**config.mk**
```make
export PLATFORM = sky130hd
export DESIGN_NAME = adder_serial_nbit
export DESIGN_NICKNAME = d
export VERILOG_FILES = /design/src/rtl/adder_serial_nbit.sv
export SDC_FILE = /design/constraint.sdc
export NUM_CORES = 1
export LEC_CHECK = 0
export ABC_CLOCK_PERIOD_IN_PS = 3490
export CAP_MARGIN = 0
export CORE_ASPECT_RATIO = 1.4
export CORE_MARGIN = 2
export CORE_UTILIZATION = 53
export CTS_BUF_LIST = sky130_fd_sc_hd__clkbuf_4 sky130_fd_sc_hd__clkbuf_8 sky130_fd_sc_hd__clkbuf_16
export CTS_CLUSTER_SIZE = 28
export DETAILED_ROUTE_END_ITERATION = 12
export PLACE_DENSITY_LB_ADDON = 0.3
export SLEW_MARGIN = 30
export SYNTH_ARGS = -nofsm -noshare
export SYNTH_HDL_FRONTEND = slang
export SYNTH_SLANG_ARGS = --single-unit
```
**constraint.sdc**
```tcl
create_clock -name clock -period 3.49 [get_ports clock]
set_input_delay 0.8725 -clock clock [delete_from_list [all_inputs] [get_ports clock]]
set_output_delay 0.8725 -clock clock [all_outputs]
set_load 0.01 [all_outputs]
```
**src/rtl/adder_serial_nbit.sv**
```systemverilog
// Multi-cycle adder: DIGIT bits per clock through a registered carry.
// Optional subtract mode under ADDER_SUB_EN (adds port sub).
module adder_serial_nbit #(
  parameter int WIDTH = 8,
  parameter int DIGIT = 2
) (
  input  logic             clock,
  input  logic             reset,
  input  logic             start,
  input  logic [WIDTH-1:0] A,
  input  logic [WIDTH-1:0] B,
  input  logic             C0,
`ifdef ADDER_SUB_EN
  input  logic             sub,
`endif
  output logic [WIDTH-1:0] Sum,
  output logic             C4,
  output logic             V,
  output logic             busy,
  output logic             done
);

  localparam int N  = WIDTH / DIGIT;
  localparam int CW = (N > 1) ? $clog2(N) : 1;
  localparam logic [CW-1:0] LAST = CW'(N - 1);

  generate
    if (WIDTH < 2 || DIGIT < 1 || (WIDTH % DIGIT) != 0) begin : g_bad
      $error("adder_serial_nbit: bad WIDTH/DIGIT");
    end
  endgenerate

  typedef enum logic [1:0] {
    IDLE,
    RUN,
    DONE
  } state_t;

  state_t           state;
  logic [WIDTH-1:0] areg;
  logic [WIDTH-1:0] breg;
  logic             carry;
  logic [CW-1:0]    cnt;

  logic [WIDTH-1:0] bload;
  logic             cload;

`ifdef ADDER_SUB_EN
  // two's complement subtract: A + ~B + 1
  assign bload = sub ? ~B : B;
  assign cload = sub ? 1'b1 : C0;
`else
  assign bload = B;
  assign cload = C0;
`endif

  logic [DIGIT-1:0] dsum;
  logic             dcout;
  logic             dcmsb;
  logic             cc;

  // dcmsb is the carry into the top bit of this digit
  always_comb begin
    cc    = carry;
    dsum  = '0;
    dcmsb = carry;
    for (int i = 0; i < DIGIT; i++) begin
      dcmsb   = cc;
      dsum[i] = areg[i] ^ breg[i] ^ cc;
      cc      = (areg[i] & breg[i])
              | (cc & (areg[i] ^ breg[i]));
    end
    dcout = cc;
  end

  logic [WIDTH-1:0] sum_nxt;

  assign sum_nxt = (Sum >> DIGIT)
                 | (WIDTH'(dsum) << (WIDTH - DIGIT));

  always_ff @(posedge clock) begin
    if (reset) begin
      state <= IDLE;
      areg  <= '0;
      breg  <= '0;
      carry <= 1'b0;
      cnt   <= '0;
      Sum   <= '0;
      C4    <= 1'b0;
      V     <= 1'b0;
      busy  <= 1'b0;
      done  <= 1'b0;
    end else begin
      unique case (state)
        IDLE: begin
          done <= 1'b0;
          if (start) begin
            areg  <= A;
            breg  <= bload;
            carry <= cload;
            cnt   <= '0;
            busy  <= 1'b1;
            state <= RUN;
          end
        end
        RUN: begin
          Sum   <= sum_nxt;
          areg  <= areg >> DIGIT;
          breg  <= breg >> DIGIT;
          carry <= dcout;
          cnt   <= cnt + CW'(1);
          if (cnt == LAST) begin
            C4    <= dcout;
            V     <= dcmsb ^ dcout;
            busy  <= 1'b0;
            done  <= 1'b1;
            state <= DONE;
          end
        end
        DONE: begin
          done  <= 1'b0;
          state <= IDLE;
        end
        default: begin
          busy  <= 1'b0;
          done  <= 1'b0;
          state <= IDLE;
        end
      endcase
    end
  end

endmodule

```
=== Word level (Yosys, flattened, before mapping) ===
Index checks and enable logic that the tools add are counted.

* Register bits after elaboration: 33

* $add $sub $neg: 1
* Equality and inequality tests: 5
* Multiplexer cells: 14
* Bitwise gates (word level): 14
* Reduce and logical (&&, ||, !) cells: 7

{| class="wikitable"
|+ Operators by type and width
! kind !! count
|-
| $pmux 8 s2 || 2
|-
| $mux 8 || 2
|-
| $or 6x8->8 || 1
|-
| $pmux 2 s2 || 2
|-
| $mux 2 || 3
|-
| $reduce_and 2->1 || 3
|-
| $xor 1x1->1 || 5
|-
| $and 1x1->1 || 4
|-
| $eq 2x2->1 const B || 2
|-
| $ne 2x2->1 const B || 2
|-
| $mux 1 || 3
|-
| $pmux 1 s3 || 1
|-
| $reduce_and 3->1 || 1
|-
| $add 2x1->2 const B || 1
|-
| $eq 2x1->1 const B || 1
|-
| $logic_not 2->1 || 1
|-
| $not 1->1 || 2
|-
| $or 1x1->1 || 2
|-
| $pmux 1 s2 || 1
|-
| $reduce_bool 2->1 || 1
|-
| $reduce_or 2->1 || 1
|}

=== Logic depth before layout (Yosys ltp) ===
* Word-level depth: 6
* Gate-level depth with buffers: 6
* Mapped depth without buffers: 5

=== Least setup slack after synthesis ===
OpenSTA, ideal clock, no wires.

* Path kind: register -> register
* From: reg areg[0]
* To: reg carry
* Library setup time: 0.066 ns
* Arrival: 1.636 ns
* Required time: 3.424 ns
* Slack: 1.788 ns
* Cell stages (with the launch flop): 6
* Buffers on the path: 0
* Period minus slack after synthesis: 1.702 ns
* Cells stage by stage: dfxtp_1 > inv_1 > fa_1 > fa_1 > a221o_1 > a21oi_2

* Cells in the longest elaborated chain, start to end: 6
* Elaborated cells between the ends (all ways): 7

{| class="wikitable"
|+ RTL lines
! item !! line !! text
|-
| start, declared || 40 || <nowiki>logic [WIDTH-1:0] areg;</nowiki>
|-
| start signal, assigned || 108 || <nowiki>areg <= areg >> DIGIT;</nowiki>
|-
| $xor 1x1->1 || 71 || <nowiki>| (cc & (areg[i] ^ breg[i]));</nowiki>
|-
| $and 1x1->1 || 71 ||
|-
| $or 1x1->1 (*) || 71 ||
|-
| $and 1x1->1 (*) || 71 ||
|-
| $or 1x1->1 (*) || 71 ||
|-
| $pmux 1 s2 (*) || 94 || <nowiki>unique case (state)</nowiki>
|-
| end signal, assigned || 100 || <nowiki>carry <= cload;</nowiki>
|-
| end signal, assigned || 110 || <nowiki>carry <= dcout;</nowiki>
|-
| end, declared || 42 || <nowiki>logic carry;</nowiki>
|}

Every way passes the cells marked *; elsewhere a longest branch is shown, timed or not.
A chain may end at the register's enable or synchronous reset.

=== Worst setup path after layout ===
* From: reg Sum[5]
* To: out Sum[5]

{| class="wikitable"
|+ RTL lines
! item !! line !! text
|-
| start, declared || 16 || <nowiki>output logic [WIDTH-1:0] Sum,</nowiki>
|-
| start signal, assigned || 107 || <nowiki>Sum <= sum_nxt;</nowiki>
|}

No word-level cell between the ends.

==> impl_metrics.csv <==
group,metric,value,unit
synthesis,ys_top_cells_by_area,"dfxtp_1, mux2i_1, a211oi_2",
clock_tree,numCtsBuffers,5,
job,cap_violations,0,
floorplan,fp-row-count,22,
setup_path,cp.arrival,1230,ps
clock_tree,hold_buffers,0,
timing,drv_slew,0,
synthesis,avgSynthCellArea,9.85,µm²
clock_tree,h-tree-depth,2,
setup_path,required,2620,ps
timing,timing.fmax,477,MHz
route,drtAntennaViolNets,0,
placed_design,post-dp-hpwl,2.15,mm
timing,hold_viol,0,
setup_path,cp_top_family,"buffers and inverters",
clock_tree,clock_latency,320,ps
setup_path,cp-end-kind,"output port",
route,via_count,1141,
route,dr.pass1.iters,4,
floorplan,pin_count,32,
clock_tree,postCtsSetupBuffers,0,
setup_path,critPathSlowestCell,"clkdlybuf4s50_1",
setup_path,worstPathCellList,"clkdlybuf4s50_1",
power_and_ir_drop,power_density,422,nW/µm²
final_layout,final_cell_area,1820,µm²
synthesis,yosysMostFrequentCell,"dfxtp_1",
timing,fin_crit_sh,60.1,%
setup_path,crit_type,"reg2out",
final_layout,fillers,226,
synthesis,yosysTopAreaCellShare,44.1,%
clock_tree,clkTransAtPathRegs,90,ps
setup_path,slowest_delay,540,ps
final_layout,drive_above_1_share,12.8,%
synthesis,synth_ff_type,"dfxtp_1",
global_route,grt.total_usage,21.1,%
global_route,grt_max_degree,21,
global_route,grt_pass1_vias,1112,
floorplan,fp.dieH,66.9,µm
timing,worst_slew_margin_rel,49.2,%
final_layout,syn_to_final_growth,21.6,%
floorplan,core_area,2670,µm²
route,drcViolationCount,0,
clock_tree,tritoncts,"built",
final_layout,diodes,0,
clock_tree,cts_buffer_depth,2,
synthesis,synth_edf_count,0,
clock_tree,cts_sinks,33,
placed_design,placedInstanceArea,1760,µm²
synthesis,syn_inst,152,
timing,period_minus_slack,2100,ps
power_and_ir_drop,p_leak,0.662,nW
timing,skew,4.82,ps
timing,finalSetupViolations,0,
synthesis,ys_ff_latch,33,
final_layout,instances_no_fill,215,
synthesis,netlist_area,1500,µm²
timing,grt_setup_unrepaired,"false",
setup_path,rrSetupSlack,1650,ps
route,drt_iter0_drc,9,
setup_path,critPathMaxFanout,3,
placed_design,dp.cells,208,
global_route,grt_antenna_before_repair,0,
floorplan,die_area,3270,µm²
placed_design,portBuffers,31,
floorplan,die-width,48.9,µm
route,wl_per_cell,13.3,µm
final_layout,nets,202,
clock_tree,root_buffer,"clkbuf_4",
setup_path,crit_buf_inv,1,
setup_path,start_kind,"flip-flop",
global_route,grt_pass1_wl,5.02,mm
synthesis,synth_cell_types,29,
synthesis,synth_top_area_cell,"dfxtp_1",
global_route,gr-total-overflow,0,
clock_tree,cts_resized,0,
outcome,status,"finished clean",
synthesis,synthesis.nets,175,
timing,setup_tns,0,ps
floorplan,start_util,56.1,%
placed_design,gp_congestion,0.732,
power_and_ir_drop,peakVddDrop,0.409,mV
synthesis,ys_warn_count,0,
route,routed_via_density,5.31,
min_path,min_path_type,"reg2reg",
synthesis,synthTopCellsByCount,"dfxtp_1, nor2_1, mux2i_1",
synthesis,async_reset_ff_share,0,%
synthesis,seq_area_frac_synth,44.1,%
timing,tightest_slew,762,ps
route,drt_wl_total,2.87,mm
[sequential cells by signal, indices dropped and copies added, names as in the netlist]
signal  cells
busy        1
state       2
done        1
breg        8
Sum         8
C4          1
V           1
areg        8
cnt         2
carry       1
[worst paths after layout]
| check | from | to | depth (start not counted) |
|---|---|---|---|
| worst min register to register | Sum[1] | Sum[1] | 2 |
| worst max-delay path | Sum[5] | Sum[5] | 1 |
| worst max register to register | state[0] | breg[5] | 3 |
| worst min-delay path | Sum[1] | Sum[1] | 2 |
[per-layer routing]
metal	global-route usage [%]	wire length, µm	share of wire [%]
met3	6.95	139	4.8
met2	37.0	1490	52
met4	12.9	70	2.4
met5	0	0	0
met1	21.8	1170	41
[placed cells by master (no fill, tap or decap), types with 3 or more instances in the layout]
master / synthesis / final
mux2i_1: 13 / 13
dfxtp_1: 33 / 33
nand2_1: 12 / 12
clkbuf_4: 0 / 6
nand3_1: 3 / 3
a211oi_1: 4 / 4
a211oi_2: 10 / 10
nor2_1: 20 / 20
o21ai_0: 4 / 4
clkdlybuf4s50_1: 0 / 31
a21oi_1: 12 / 12
inv_1: 7 / 7
[cell type report]
class	instances	area [µm²]	area share, %
Clock buffer	7	58.8	3.23
Inverter	7	26.3	1.44
Multi-Input combinational cell	99	706	38.7
Sequential cell	33	661	36.3
Tap cell	36	45.0	2.47
Timing Repair Buffer	33	325	17.9
[stage by stage]
stage	util, %	total power [mW]	setup WS (ps)	hold WS [ps]
3_5_place_dp	66.0	0.561	1090	453
5_1_grt	68.2	0.819	1290	490
2_1_floorplan	-	0.522	1790	454
4_1_cts	68.2	0.779	1370	465
3_3_place_gp	66.0	0.556	1180	441
6_report	68.2	0.769	1390	468
[cells by family after synthesis]
family | synth area share [%]
DFF | 44.1
and+or+nand+nor | 12.9
xor gates and xnor gates | 0.585
AOI/OAI and AO/OA | 21.5
buffers and inverters | 8.77
adders and majority gates | 3.51
muxes | 8.69
[power breakdown]
group,internal (mW),switching [mW],leakage (nW),total [mW]
clock network,0.103,0.116,0.0348,0.219
registers,0.400,0.0188,0.271,0.419
logic,0.0679,0.0633,0.356,0.131
total,0.571,0.198,0.662,0.769
No activity file was read; power rests on OpenSTA's default activity.
